--- config.mk ---
export PLATFORM = sky130hd
export DESIGN_NAME = ppu_fetch_gen
export DESIGN_NICKNAME = d
export VERILOG_FILES = /design/src/rtl/ppu_fetch_gen_pkg.sv /design/src/rtl/ppu_fetch_gen_dot_ctr.sv /design/src/rtl/ppu_fetch_gen.sv
export SDC_FILE = /design/constraint.sdc
export NUM_CORES = 1
export LEC_CHECK = 0
export CAP_MARGIN = 20
export CORE_MARGIN = 10
export CORE_UTILIZATION = 49
export DETAILED_ROUTE_END_ITERATION = 6
export GPL_ROUTABILITY_DRIVEN = 0
export HOLD_SLACK_MARGIN = 0.03
export PLACE_DENSITY = 0.83
export SETUP_SLACK_MARGIN = 0.1
export SYNTH_ARGS = -nofsm -noshare
export SYNTH_HDL_FRONTEND = slang
export SYNTH_SLANG_ARGS = --single-unit
--- constraint.sdc ---
create_clock -name clk_i -period 5.45 [get_ports clk_i]
set_input_delay 1.09 -clock clk_i [delete_from_list [all_inputs] [get_ports clk_i]]
set_output_delay 1.09 -clock clk_i [all_outputs]
set_load 0.01 [all_outputs]
--- src/rtl/ppu_fetch_gen_pkg.sv ---
// Shared fetch-kind encoding, dot-window boundaries and PPU bus address constants
// for the PPU fetch generator.
package ppu_fetch_gen_pkg;

    typedef enum logic [2:0] {
        FkIdle,
        FkNt,
        FkAt,
        FkPtLo,
        FkPtHi
    } fetch_kind_e;

    localparam logic [8:0] DotBgFirst  = 9'd1;
    localparam logic [8:0] DotBgLast   = 9'd256;
    localparam logic [8:0] DotSprFirst = 9'd257;
    localparam logic [8:0] DotSprLast  = 9'd320;
    localparam logic [8:0] DotPreFirst = 9'd321;
    localparam logic [8:0] DotPreLast  = 9'd336;
    localparam logic [8:0] DotDumFirst = 9'd337;
    localparam logic [8:0] DotDumLast  = 9'd340;

    localparam logic [13:0] NtAddrBase = 14'h2000;
    localparam logic [9:0]  AtOffset   = 10'h3C0;

    function automatic logic in_range(logic [8:0] d, logic [8:0] lo, logic [8:0] hi);
        return (d >= lo) && (d <= hi);
    endfunction

endpackage

--- src/rtl/ppu_fetch_gen_dot_ctr.sv ---
// Dot/line/frame counters for the PPU fetch generator, with the odd-frame dot skip
// and vblank/NMI generation. Also exposes the next position for registered decode.
module ppu_dot_ctr #(
    parameter int unsigned DOTS     = 341,
    parameter int unsigned LINES    = 262,
    parameter int unsigned VBL_LINE = 241
) (
    input  logic       clk_i,
    input  logic       rst_ni,
    input  logic       dot_ce_i,
    input  logic       rend_on_i,
    output logic [8:0] dot_o,
    output logic [8:0] line_o,
    output logic [8:0] dot_nxt_o,
    output logic [8:0] line_nxt_o,
    output logic       frame_odd_o,
    output logic       vblank_o,
    output logic       nmi_pulse_o
);

    localparam logic [8:0] DotLast  = 9'(DOTS - 1);
    localparam logic [8:0] DotSkip  = 9'(DOTS - 2);
    localparam logic [8:0] LineLast = 9'(LINES - 1);
    localparam logic [8:0] VblLine  = 9'(VBL_LINE);

    logic [8:0] dot_q, dot_d;
    logic [8:0] line_q, line_d;
    logic       odd_q, odd_d;
    logic       vbl_q, vbl_d;
    logic       nmi_q, nmi_d;
    logic       skip;

    // Odd rendered frames drop the last dot of the pre-render line.
    assign skip = rend_on_i && odd_q && (line_q == LineLast) && (dot_q == DotSkip);

    always_comb begin
        dot_d  = dot_q;
        line_d = line_q;
        odd_d  = odd_q;
        vbl_d  = vbl_q;
        nmi_d  = 1'b0;
        if (dot_ce_i) begin
            if ((dot_q == DotLast) || skip) begin
                dot_d = 9'd0;
                if (line_q == LineLast) begin
                    line_d = 9'd0;
                    odd_d  = ~odd_q;
                end else begin
                    line_d = line_q + 9'd1;
                end
            end else begin
                dot_d = dot_q + 9'd1;
            end
            if ((line_d == VblLine) && (dot_d == 9'd1)) begin
                vbl_d = 1'b1;
                nmi_d = 1'b1;
            end
            if ((line_d == LineLast) && (dot_d == 9'd1)) begin
                vbl_d = 1'b0;
            end
        end
    end

    always_ff @(posedge clk_i or negedge rst_ni) begin
        if (!rst_ni) begin
            dot_q  <= 9'd0;
            line_q <= 9'd0;
            odd_q  <= 1'b0;
            vbl_q  <= 1'b0;
            nmi_q  <= 1'b0;
        end else begin
            dot_q  <= dot_d;
            line_q <= line_d;
            odd_q  <= odd_d;
            vbl_q  <= vbl_d;
            nmi_q  <= nmi_d;
        end
    end

    assign dot_o       = dot_q;
    assign line_o      = line_q;
    assign dot_nxt_o   = dot_d;
    assign line_nxt_o  = line_d;
    assign frame_odd_o = odd_q;
    assign vblank_o    = vbl_q;
    assign nmi_pulse_o = nmi_q;

endmodule

--- src/rtl/ppu_fetch_gen.sv ---
// NES PPU bus master: drives the per-dot nametable/attribute/pattern fetch sequence,
// sprite fetches and dummy NT reads that mappers snoop for scanline detection.
module ppu_fetch_gen
    import ppu_fetch_gen_pkg::*;
#(
    parameter int unsigned DOTS      = 341,
    parameter int unsigned LINES     = 262,
    parameter int unsigned VBL_LINE  = 241,
    parameter int unsigned VIS_LINES = 240
) (
    input  logic        clk_i,
    input  logic        rst_ni,
    input  logic        dot_ce_i,
    input  logic        rend_on_i,
    input  logic [1:0]  nt_base_i,
    input  logic        bg_tbl_i,
    input  logic        spr_tbl_i,
    input  logic [7:0]  ppu_dat_i,
    output logic [13:0] ppu_addr_o,
    output logic        ppu_oe_o,
    output logic [8:0]  dot_o,
    output logic [8:0]  line_o,
    output logic        frame_odd_o,
    output logic        vblank_o,
    output logic        nmi_pulse_o
);

    localparam logic [8:0] LineLast = 9'(LINES - 1);
    localparam logic [8:0] VisLines = 9'(VIS_LINES);

    logic [8:0]  dot_cur, dot_nxt, line_nxt;
    logic [2:0]  ph_cur, ph_nxt;
    logic        bg_cur, bg_nxt, spr_nxt, dum_nxt;
    logic        pre_nxt, fetch_en;
    logic [7:0]  row;
    logic [4:0]  cy, cx_f, cy_f;
    logic        pt_tbl;
    logic [7:0]  pt_tile;
    logic [2:0]  pt_fy;
    logic [13:0] nt_sel;
    fetch_kind_e kind;

    logic [13:0] addr_q, addr_d;
    logic        oe_q, oe_d;
    logic [7:0]  tile_q, tile_d;
    logic [4:0]  coarse_x_q, coarse_x_d;

    ppu_dot_ctr #(
        .DOTS     (DOTS),
        .LINES    (LINES),
        .VBL_LINE (VBL_LINE)
    ) u_dot_ctr (
        .clk_i       (clk_i),
        .rst_ni      (rst_ni),
        .dot_ce_i    (dot_ce_i),
        .rend_on_i   (rend_on_i),
        .dot_o       (dot_cur),
        .line_o      (line_o),
        .dot_nxt_o   (dot_nxt),
        .line_nxt_o  (line_nxt),
        .frame_odd_o (frame_odd_o),
        .vblank_o    (vblank_o),
        .nmi_pulse_o (nmi_pulse_o)
    );

    // Outputs are registered, so everything is decoded from the dot being entered.
    assign ph_nxt   = 3'(dot_nxt - 9'd1);
    assign ph_cur   = 3'(dot_cur - 9'd1);
    assign bg_nxt   = in_range(dot_nxt, DotBgFirst, DotBgLast)
                   || in_range(dot_nxt, DotPreFirst, DotPreLast);
    assign bg_cur   = in_range(dot_cur, DotBgFirst, DotBgLast)
                   || in_range(dot_cur, DotPreFirst, DotPreLast);
    assign spr_nxt  = in_range(dot_nxt, DotSprFirst, DotSprLast);
    assign dum_nxt  = in_range(dot_nxt, DotDumFirst, DotDumLast);
    assign pre_nxt  = (line_nxt == LineLast);
    assign fetch_en = rend_on_i && ((line_nxt < VisLines) || pre_nxt);

    // Pre-render fetches as line 0; tail-of-line fetches prefetch the next row.
    always_comb begin
        row = 8'd0;
        if (!pre_nxt) begin
            row = (dot_nxt <= DotBgLast) ? line_nxt[7:0] : line_nxt[7:0] + 8'd1;
        end
    end
    assign cy = row[7:3];

    always_comb begin
        coarse_x_d = coarse_x_q;
        if (dot_ce_i) begin
            if (in_range(dot_nxt, DotBgFirst, DotBgLast)) begin
                coarse_x_d = 5'((dot_nxt - DotBgFirst) >> 3);
            end else if (in_range(dot_nxt, DotPreFirst, DotPreLast)) begin
                coarse_x_d = 5'((dot_nxt - DotPreFirst) >> 3);
            end else if (dot_nxt == DotSprFirst) begin
                coarse_x_d = 5'd0;
            end
        end
    end

    always_comb begin
        kind = FkIdle;
        if (bg_nxt) begin
            case (ph_nxt[2:1])
                2'd0:    kind = FkNt;
                2'd1:    kind = FkAt;
                2'd2:    kind = FkPtLo;
                default: kind = FkPtHi;
            endcase
        end else if (spr_nxt) begin
            kind = !ph_nxt[2] ? FkNt : (ph_nxt[1] ? FkPtHi : FkPtLo);
        end else if (dum_nxt) begin
            kind = FkNt;
        end
    end

    assign cx_f    = bg_nxt ? coarse_x_d : 5'd0;
    assign cy_f    = (bg_nxt || dum_nxt) ? cy : 5'd0;
    assign pt_tbl  = spr_nxt ? spr_tbl_i : bg_tbl_i;
    assign pt_tile = spr_nxt ? 8'hFF : tile_q;
    assign pt_fy   = spr_nxt ? 3'd0 : row[2:0];
    assign nt_sel  = NtAddrBase | {2'b00, nt_base_i, 10'h000};

    always_comb begin
        addr_d = addr_q;
        oe_d   = oe_q;
        tile_d = tile_q;
        if (dot_ce_i) begin
            if (!oe_q && bg_cur && (ph_cur == 3'd1)) begin
                tile_d = ppu_dat_i;
            end
            if (!fetch_en) begin
                addr_d = 14'd0;
                oe_d   = 1'b1;
            end else if (dot_nxt == 9'd0) begin
                oe_d = 1'b1;
            end else begin
                oe_d = ~ph_nxt[0];
                unique case (kind)
                    FkNt:    addr_d = nt_sel | {4'b0000, cy_f, cx_f};
                    FkAt:    addr_d = nt_sel | {4'b0000, AtOffset} | {8'h00, cy_f[4:2], cx_f[4:2]};
                    FkPtLo:  addr_d = {1'b0, pt_tbl, pt_tile, 1'b0, pt_fy};
                    FkPtHi:  addr_d = {1'b0, pt_tbl, pt_tile, 1'b1, pt_fy};
                    default: addr_d = addr_q;
                endcase
            end
        end
    end

    always_ff @(posedge clk_i or negedge rst_ni) begin
        if (!rst_ni) begin
            addr_q     <= 14'd0;
            oe_q       <= 1'b1;
            tile_q     <= 8'd0;
            coarse_x_q <= 5'd0;
        end else begin
            addr_q     <= addr_d;
            oe_q       <= oe_d;
            tile_q     <= tile_d;
            coarse_x_q <= coarse_x_d;
        end
    end

    assign ppu_addr_o = addr_q;
    assign ppu_oe_o   = oe_q;
    assign dot_o      = dot_cur;

endmodule

Word-level counts from Yosys, hierarchy flattened:

Index checks and enable logic that the tools add are counted.

* eq/ne operators: 17
* muxes and demuxes: 33
* $lt $le $gt $ge: 13
* reduce and logical (&&, ||, !) cells: 27
* add/subtract/negate cells: 6
* bitwise gates (word level): 4

Operators by type and width (count)
* $mux W9: 7
* $pmux W14 S4: 1
* $eq A9 B9 Y1 const B: 6
* $le A9 B9 Y1 const B: 6
* $ge A9 B9 Y1 const B: 4
* $mux W5: 6
* $mux W14: 2
* $mux W8: 3
* $add A9 B1 Y9 const B: 2
* $ge A9 B1 Y1 const B: 2
* $mux W3: 5
* $logic_and A1 B1 Y1: 14
* $or A14 B10 Y14: 1
* $or A14 B6 Y14: 1
* $eq A9 B1 Y1 const B: 1
* $eq A9 B8 Y1 const B: 1
* $logic_not A9 Y1: 1
* $lt A9 B8 Y1 const B: 1
* $pmux W3 S3: 1
* $add A8 B1 Y8 const B: 1
* $mux W1: 8
* $sub A8 B1 Y8 const B: 1
* $sub A8 B7 Y8 const B: 1
* $eq A3 B1 Y1 const B: 2
* other kinds (14): 22

* register bits after elaboration: 49
* word-level logic and storage cells: 109
* output and inout port bits: 36

Logic depth before layout (Yosys ltp):

Gate-level depths: netlist of run 1.

* depth in word-level cells: 17
* depth in mapped cells: 22

By module:

From an unflattened synthesis of run 1, not the netlist that was laid out.

* cells, all modules: 419
* area total of the unflattened synthesis: 3666.0 um2

Modules (own cells, without submodules)
* ppu_fetch_gen: area an instance 2149.6 um2, sequential area each 701.9 um2, cells an instance 247, times used 1
* ppu_dot_ctr: area an instance 1516.5 um2, sequential area each 525.5 um2, cells an instance 172, times used 1

Least setup slack after synthesis of run 1:

No wires, ideal clock.

* path type: register to register
* start point: register u_dot_ctr.line_q[4], in the netlist u_dot_ctr.line_o[4]
* end point: register addr_q[1], in the netlist ppu_addr_o[1]
* arrival: 4926 ps
* path slack: 444 ps
* clock period less this slack: 5006 ps
* buffers on the path: 3
* stages on the path, launching flop included: 19
* cells stage by stage: dfrtp_1 buf_2 or4_4 or4_1 buf_4 a21oi_4 clkbuf_1 nor3_1 a21oi_1 inv_1 ha_1 a21boi_0 o211ai_1 nand4_2 a211o_4 mux2i_1 or4_1 or3b_1 o211ai_2

* word-level cells in the longest chain between the ends: 17

Ends and longest elaborated chain
* from (decl): line ppu_fetch_gen_dot_ctr.sv:27 `logic [8:0] line_q, line_d;`
* from (signal assigned): line ppu_fetch_gen_dot_ctr.sv:73 `line_q <= line_d;`
* $eq A9 B9 Y1 (*): line ppu_fetch_gen_dot_ctr.sv:34 `assign skip = rend_on_i && odd_q && (line_q == LineLast) && (dot_q == DotSkip);`
* $logic_and A1 B1 Y1 (*) (2 in a row): line ppu_fetch_gen_dot_ctr.sv:34
* $logic_or A1 B1 Y1 (*): line ppu_fetch_gen_dot_ctr.sv:43 `if ((dot_q == DotLast) || skip) begin`
* $mux W9 (*): line ppu_fetch_gen_dot_ctr.sv:43
* $mux W9 (*) (2 in a row): line ppu_fetch_gen_dot_ctr.sv:42 `if (dot_ce_i) begin`
* named net dot_nxt[0]: line ppu_fetch_gen.sv:31 `logic [8:0] dot_cur, dot_nxt, line_nxt;`
* branches (longest 10 deep; another with $sub A8 B1 Y8)
* to (signal assigned): line ppu_fetch_gen.sv:156 `addr_q <= addr_d;`
* to (decl): line ppu_fetch_gen.sv:43 `logic [13:0] addr_q, addr_d;`

Mark *: on every way through the listed nets, which the timed path passes. The select of a mux whose other input is x is not followed.
A chain may end at the register's enable or synchronous reset.

Worst setup path in the final report of run 1:

* start point: input port rend_on_i
* end point: register addr_q[1], in the netlist ppu_addr_o[1]

* word-level cells in the longest chain between the ends: 17

Ends and longest elaborated chain
* from (decl): line ppu_fetch_gen.sv:14 `input logic rend_on_i,`
* $logic_and A1 B1 Y1 (*) (3 in a row): line ppu_fetch_gen_dot_ctr.sv:34
* $logic_or A1 B1 Y1 (*): line ppu_fetch_gen_dot_ctr.sv:43
* $mux W9 (*): line ppu_fetch_gen_dot_ctr.sv:43
* $mux W9 (*) (2 in a row): line ppu_fetch_gen_dot_ctr.sv:42
* named net dot_nxt[0]: line ppu_fetch_gen.sv:31
* branches (longest 10 deep; another with $sub A8 B1 Y8)

Marked as above.

==> results of run 1 <==
## final timing paths
kind	start	endpoint	slack [ns]	cells after the start
worst min register to register	coarse_x_q[4]	coarse_x_q[4]	0.49	1
worst min-delay path	coarse_x_q[4]	coarse_x_q[4]	0.49	1
max in group asynchronous	rst_ni	u_dot_ctr.line_o[6]	4.22	2
worst max-delay path	rend_on_i	ppu_addr_o[1]	0.37	16
min in group asynchronous	rst_ni	coarse_x_q[2]	0.72	1
worst max register to register	u_dot_ctr.line_o[5]	ppu_addr_o[1]	0.60	15
## placed cells by master (no fill, tap or decap), types with 8 or more instances in the layout
master	netlist	final
buf_4	2	19
ha_1	15	15
nor2_1	27	26
nand4_1	8	8
a21oi_1	26	25
a32o_1	9	9
clkdlybuf4s50_1	0	50
nor3_1	11	11
mux2_2	9	9
nand3_1	22	22
nand2_1	47	47
o21ai_0	23	23
xnor2_1	17	17
dfrtp_1	48	48
mux2i_1	9	9
inv_1	25	25
## critical path: stages
cell	delay (ns)
clkdlybuf4s50_1	0.52
nand3_1	0.18
or4_1	0.53
a21oi_4	0.19
nor3_1	0.09
a21oi_2	0.19
inv_1	0.08
ha_1	0.23
a21boi_0	0.13
o211ai_1	0.20
nand4_2	0.22
a211o_4	0.48
mux2i_1	0.17
or4_1	0.54
or3b_1	0.40
o211ai_2	0.06
## power by group
group | internal, mW | switching [mW] | leakage, nW
Combinational | 0.430 | 0.575 | 1.34
Clock | 0.134 | 0.130 | 0.0540
Sequential | 0.453 | 0.0678 | 0.636
Total | 1.02 | 0.773 | 2.03
## stage by stage
step	utilization (%)	instance area, um2	instances	setup slack, ns	hold slack, ns
floorplan	-	4170	485	0.444	0.442
global placement	58.3	4810	630	0.227	0.469
detailed placement	58.3	4810	630	0.0326	0.475
CTS	59.5	4920	637	0.346	0.496
global route	59.8	4940	638	0.0938	0.521
finish	59.8	4940	638	0.368	0.492
## registers in the layout (all words and copies together), names as in the netlist
signal and count:
u_dot_ctr.frame_odd_o 1, ppu_oe_o 1, u_dot_ctr.nmi_pulse_o 1, ppu_addr_o 14, coarse_x_q 5, u_dot_ctr.vblank_o 1
tile_q 8, u_dot_ctr.line_o 9, u_dot_ctr.dot_o 9
## logic make-up after synthesis
kind of cell / synth area share, %
and+or+nand+nor: 23.6
adders and majority gates: 4.50
DFF: 29.4
AOI/OAI and AO/OA: 26.8
buffers and inverters: 5.55
xor gates and xnor gates: 4.62
muxes: 5.49
## synth_stat cells, types with 4 or more instances
cell       number  share of area, %
xnor2_1        17               3.6
a31oi_1         5              0.75
nand2_1        47               4.2
nor3_1         11               1.3
and3_1          6              0.90
o21ai_0        23               2.8
o21ai_1         6              0.72
a32o_1          9               2.2
ha_1           15               4.5
nand4_1         8               1.2
inv_1          25               2.3
and2_1          4              0.60
a211o_1         4              0.84
a22o_1          4              0.84
a21o_1          6               1.1
xor2_1          5               1.1
a211oi_1        6               1.1
nor2b_1         5              0.75
nor2_1         27               2.4
a2111oi_0       6               1.3
dfrtp_1        48                29
mux2_2          9               2.4
a21oi_1        26               3.1
nor4_1          5              0.75
or3_1           4              0.60
o211ai_1        5              0.90
nand3_1        22               2.6
o31ai_1         6               1.1
nand2b_1        6              0.90
mux2i_1         9               2.2
clkbuf_1       23               2.1
or2_2           4              0.60
## final cells by class
class	instances	area, um2	share of cell area (%)
well taps	105	131	2.66
clock inverters	2	35.0	0.709
flip-flops and latches	49	1230	24.8
multi-input cells	381	2720	55.0
inverters	25	93.8	1.90
repair buffers	71	668	13.5
clock buffers	5	68.8	1.39
## repair_timing
| item | 4_1_cts | 5_1_grt |
|---|---|---|
| setup endpoints to repair | 0 | 9 |
| endpoints found under the hold margin | 0 | 0 |
| resized for setup | 0 | 2 |
## metal layers
layer	vias up	global-route usage (%)	part of all wire [%]
met4	0	7.78	3.1
met1	2018	23.5	40
li1	1905	-	-
met2	243	31.1	47
met3	50	5.54	10
met5	-	0	0
==> impl_metrics.tcl, run 1 <==
set metrics [dict create \
    rsz0062_at_grt "yes" \
    p_leak_nw 2.03 \
    total_power_mw 1.79 \
    htreeDepth 2 \
    skew_ns 0.0151 \
    core_mm2 0.00826 \
    setup_viol 0 \
    num_vias 4216 \
    cts_root_buffer "clkbuf_8" \
    grt_pass1_vias 4278 \
    wl_per_cell_um 19.7 \
    grt_pass1_wl_um 21000 \
    yosys_warnings 0 \
    num_rows 33 \
    antenna_found_initial 0 \
    first_iter_violations 398 \
    port_buffers 51 \
    postCtsSetupBuffers 0 \
    startpoint_type "input pin" \
    cts_tree "yes" \
    fp.dieW_um 112 \
    postSynth.asyncResetShare_pct 100 \
    synth_nets 516 \
    dieArea_mm2 0.0126 \
    cp_max_fo 13 \
    critical_path_arrival_ns 5.31 \
    p_per_area_mw_per_mm2 362 \
    worstPathRequired_ns 5.68 \
    antenna_left 0 \
    run_status "complete, no violations" \
    synth_cell_types 89 \
    cap_viol_max_count 0 \
    cp-end-kind "register" \
    fmax_mhz 197 \
    ys.flop_type "dfrtp_1" \
    synth_edf_count 0 \
    fillerInstances 686 \
    cts_buffers 5 \
    hpwl_um 9350 \
    start_util_pct 50.5 \
    clkSinkCount 49 \
    tightest_slew_ns 1.06 \
    hold_viol 0 \
    io_pins 52 \
    netlist_area_mm2 0.00417 \
    antenna_cells 0 \
    clk_pin_slew_ns 0.09 \
    worstSkewPairLatency_ns 0.32 \
    viasPerCell 6.61 \
    dieHeight_um 112 \
    track_usage_pct 19.2 \
    max-vdd-ir-drop_mv 0.265 \
    syn-instance-count 485 \
    cts_buffer_depth 2 \
    drive_gt1_share_pct 12.9 \
    synth.avg_cell_area_um2 8.60 \
    setup_tns_ns 0 \
    hp-class "register to register" \
    area_growth_pct 18.5 \
    drtPass1Iterations 5 \
    final_max_slew_viol_count 0 \
    crit_type "input pin to register" \
    grt_max_degree 50 \
    grt-ovfl-total 0 \
    layout.nets 564 \
    cts_hold_buf 0 \
    remaining_drc_errors 0 \
    maxSlewHeadroom_pct 29.6 \
    ys_seq_area_share_pct 29.4 \
    period_minus_slack_ns 5.08 \
    drt_wl_total_um 12500 \
    timing.final.crit_share_pct 93.2 \
    ys_ff_latch 49 \
]
No activity file was read; power rests on OpenSTA's default activity.
==> run 2, diff against run 1 <==
--- a/config.mk
+++ b/config.mk
@@ -6,12 +6,14 @@
 export NUM_CORES = 1
 export LEC_CHECK = 0
 export CAP_MARGIN = 20
+export CELL_PAD_IN_SITES_DETAIL_PLACEMENT = 1
+export CELL_PAD_IN_SITES_GLOBAL_PLACEMENT = 1
 export CORE_MARGIN = 10
-export CORE_UTILIZATION = 49
+export CORE_UTILIZATION = 43
 export DETAILED_ROUTE_END_ITERATION = 6
 export GPL_ROUTABILITY_DRIVEN = 0
 export HOLD_SLACK_MARGIN = 0.03
-export PLACE_DENSITY = 0.83
+export PLACE_DENSITY = 0.92
 export SETUP_SLACK_MARGIN = 0.1
 export SYNTH_ARGS = -nofsm -noshare
 export SYNTH_HDL_FRONTEND = slang
==> run 2 against run 1 <==
  * Non-clock buffer count rose by 5
  * Setup slack got worse by 0.15 ns
  * Critical path type unchanged
  * Clock power rose by 24%
==> impl_metrics.tcl, run 2 (synthesis results as in run 1) <==
set metrics [dict create \
    rsz0062_at_grt "no" \
    cts_tree "yes" \
    clk_pin_slew_ns 0.11 \
    timing.final.crit_share_pct 96.0 \
    setup_viol 0 \
    dieArea_mm2 0.0140 \
    fin_area_mm2 0.00505 \
    multiInputGateArea_mm2 0.00273 \
    dieHeight_um 118 \
    antenna_cells 0 \
    tightest_slew_ns 1.06 \
    grt-ovfl-total 0 \
    num_rows 35 \
    htreeDepth 2 \
    antenna_found_initial 0 \
    cp_slowest_stage_delay_ns 0.59 \
    clkSinkCount 49 \
    maxSlewHeadroom_pct 29.5 \
    layout_commonest_cell "clkdlybuf4s50_1" \
    cp_max_fo 8 \
    whs_path_depth 1 \
    start_util_pct 44.7 \
    antenna_left 0 \
    p_leak_nw 2.07 \
    layout.nets 569 \
    cap_viol_max_count 0 \
    startpoint_type "input pin" \
    worstPathRequired_ns 5.69 \
    wl_per_cell_um 22.8 \
    hp-class "register to register" \
    critical_path_arrival_ns 5.48 \
    total_power_mw 1.91 \
    core_mm2 0.00933 \
    regArea_mm2 0.00123 \
    remaining_drc_errors 0 \
    largest_register_ffs 14 \
    crit_chain "clkdlybuf4s50_1, nand3_1, or4_4, a21oi_4, nor3_1, a21oi_1, inv_1, ha_1, a21boi_0, o211ai_1, nand4_2, a211o_4, mux2i_1, or4_1, or3b_1, o211ai_2" \
    crit_cells 16 \
    grt_pass1_vias 4515 \
    worstSkewPairLatency_ns 0.31 \
    final_max_slew_viol_count 0 \
    grt_pass1_wl_um 24400 \
    drtPass1Iterations 5 \
    reg2reg_depth 15 \
    fmax_mhz 191 \
    skew_ns 0.00981 \
    drive_gt1_share_pct 14.5 \
    drt_wl_total_um 15300 \
    cts_buffer_depth 2 \
    crit_type "input pin to register" \
    hold_viol 0 \
    hpwl_um 11300 \
    fillerInstances 1102 \
    viasPerCell 6.46 \
    cp-end-kind "register" \
    hold_ws_ns 0.505 \
    detailed_place.area_mm2 0.00485 \
    grt_max_degree 50 \
    fp.dieW_um 118 \
    period_minus_slack_ns 5.23 \
    io_pins 52 \
    max-vdd-ir-drop_mv 0.271 \
    first_iter_violations 274 \
    cts_buffers 5 \
    final_cell_mix "clkdlybuf4s50_1, dfrtp_1, nand2_1, nor2_1" \
    crit_buf_inv 2 \
    track_usage_pct 20.7 \
    p_per_area_mw_per_mm2 378 \
    critical-path-top-delay-family "simple AND/OR/NAND/NOR gates" \
    num_vias 4316 \
    critPathSlowestCell "or4_1" \
    port_buffers 51 \
    cts_root_buffer "clkbuf_8" \
    area_growth_pct 21.2 \
    run_status "complete, no violations" \
    cts_hold_buf 0 \
]
==> run 2: stage by stage <==
stage	util (%)	cells	setup WS, ns	TNS [ns]
after detailed placement	52.0	654	-0.0575	-0.141
final	54.2	668	0.217	0
after CTS	53.5	662	0.157	0
after floorplan	-	485	0.444	0
after global placement	52.0	654	0.240	0
after global routing	54.2	668	0.105	0
==> run 2: what timing repair did <==
| action | CTS | global route |
|---|---|---|
| endpoints found under the setup margin | 0 | 14 |
| resized for setup | 0 | 5 |
| buffers inserted | 0 | 6 |
==> run 2: path summary, 6_finish.rpt <==
| path | startpoint | endpoint | slack, ns |
|---|---|---|---|
| min in group asynchronous | rst_ni | tile_q[0] | 0.87 |
| hold / removal | ppu_addr_o[12] | ppu_addr_o[12] | 0.50 |
| setup / recovery | rend_on_i | ppu_addr_o[1] | 0.22 |
| max in group asynchronous | rst_ni | ppu_addr_o[6] | 4.12 |
| setup reg to reg | u_dot_ctr.line_o[5] | ppu_addr_o[1] | 0.52 |
| hold reg to reg | ppu_addr_o[12] | ppu_addr_o[12] | 0.50 |
==> run 2: cell type report <==
cell class	count	share of cell area (%)
clock buffers	5	1.36
clock inverters	3	1.36
inverters	25	1.86
multi-input cells	381	54.0
flip-flops and latches	49	24.3
well taps	129	3.19
repair buffers	76	14.0
==> run 2: power breakdown <==
group | leakage [nW] | switching (mW) | internal, mW | total, mW
Sequential | 0.636 | 0.0872 | 0.453 | 0.540
Combinational | 1.36 | 0.616 | 0.428 | 1.04
Clock | 0.0687 | 0.143 | 0.185 | 0.328
Total | 2.07 | 0.846 | 1.07 | 1.91
==> run 2: metal layers <==
metal / global-route usage, % / wire, um / up-vias
met4: 8.17 / 454 / 0
met2: 34.8 / 7410 / 201
met5: 0 / 0 / -
met1: 25.2 / 6390 / 2145
met3: 4.19 / 1000 / 44
li1: - / - / 1926
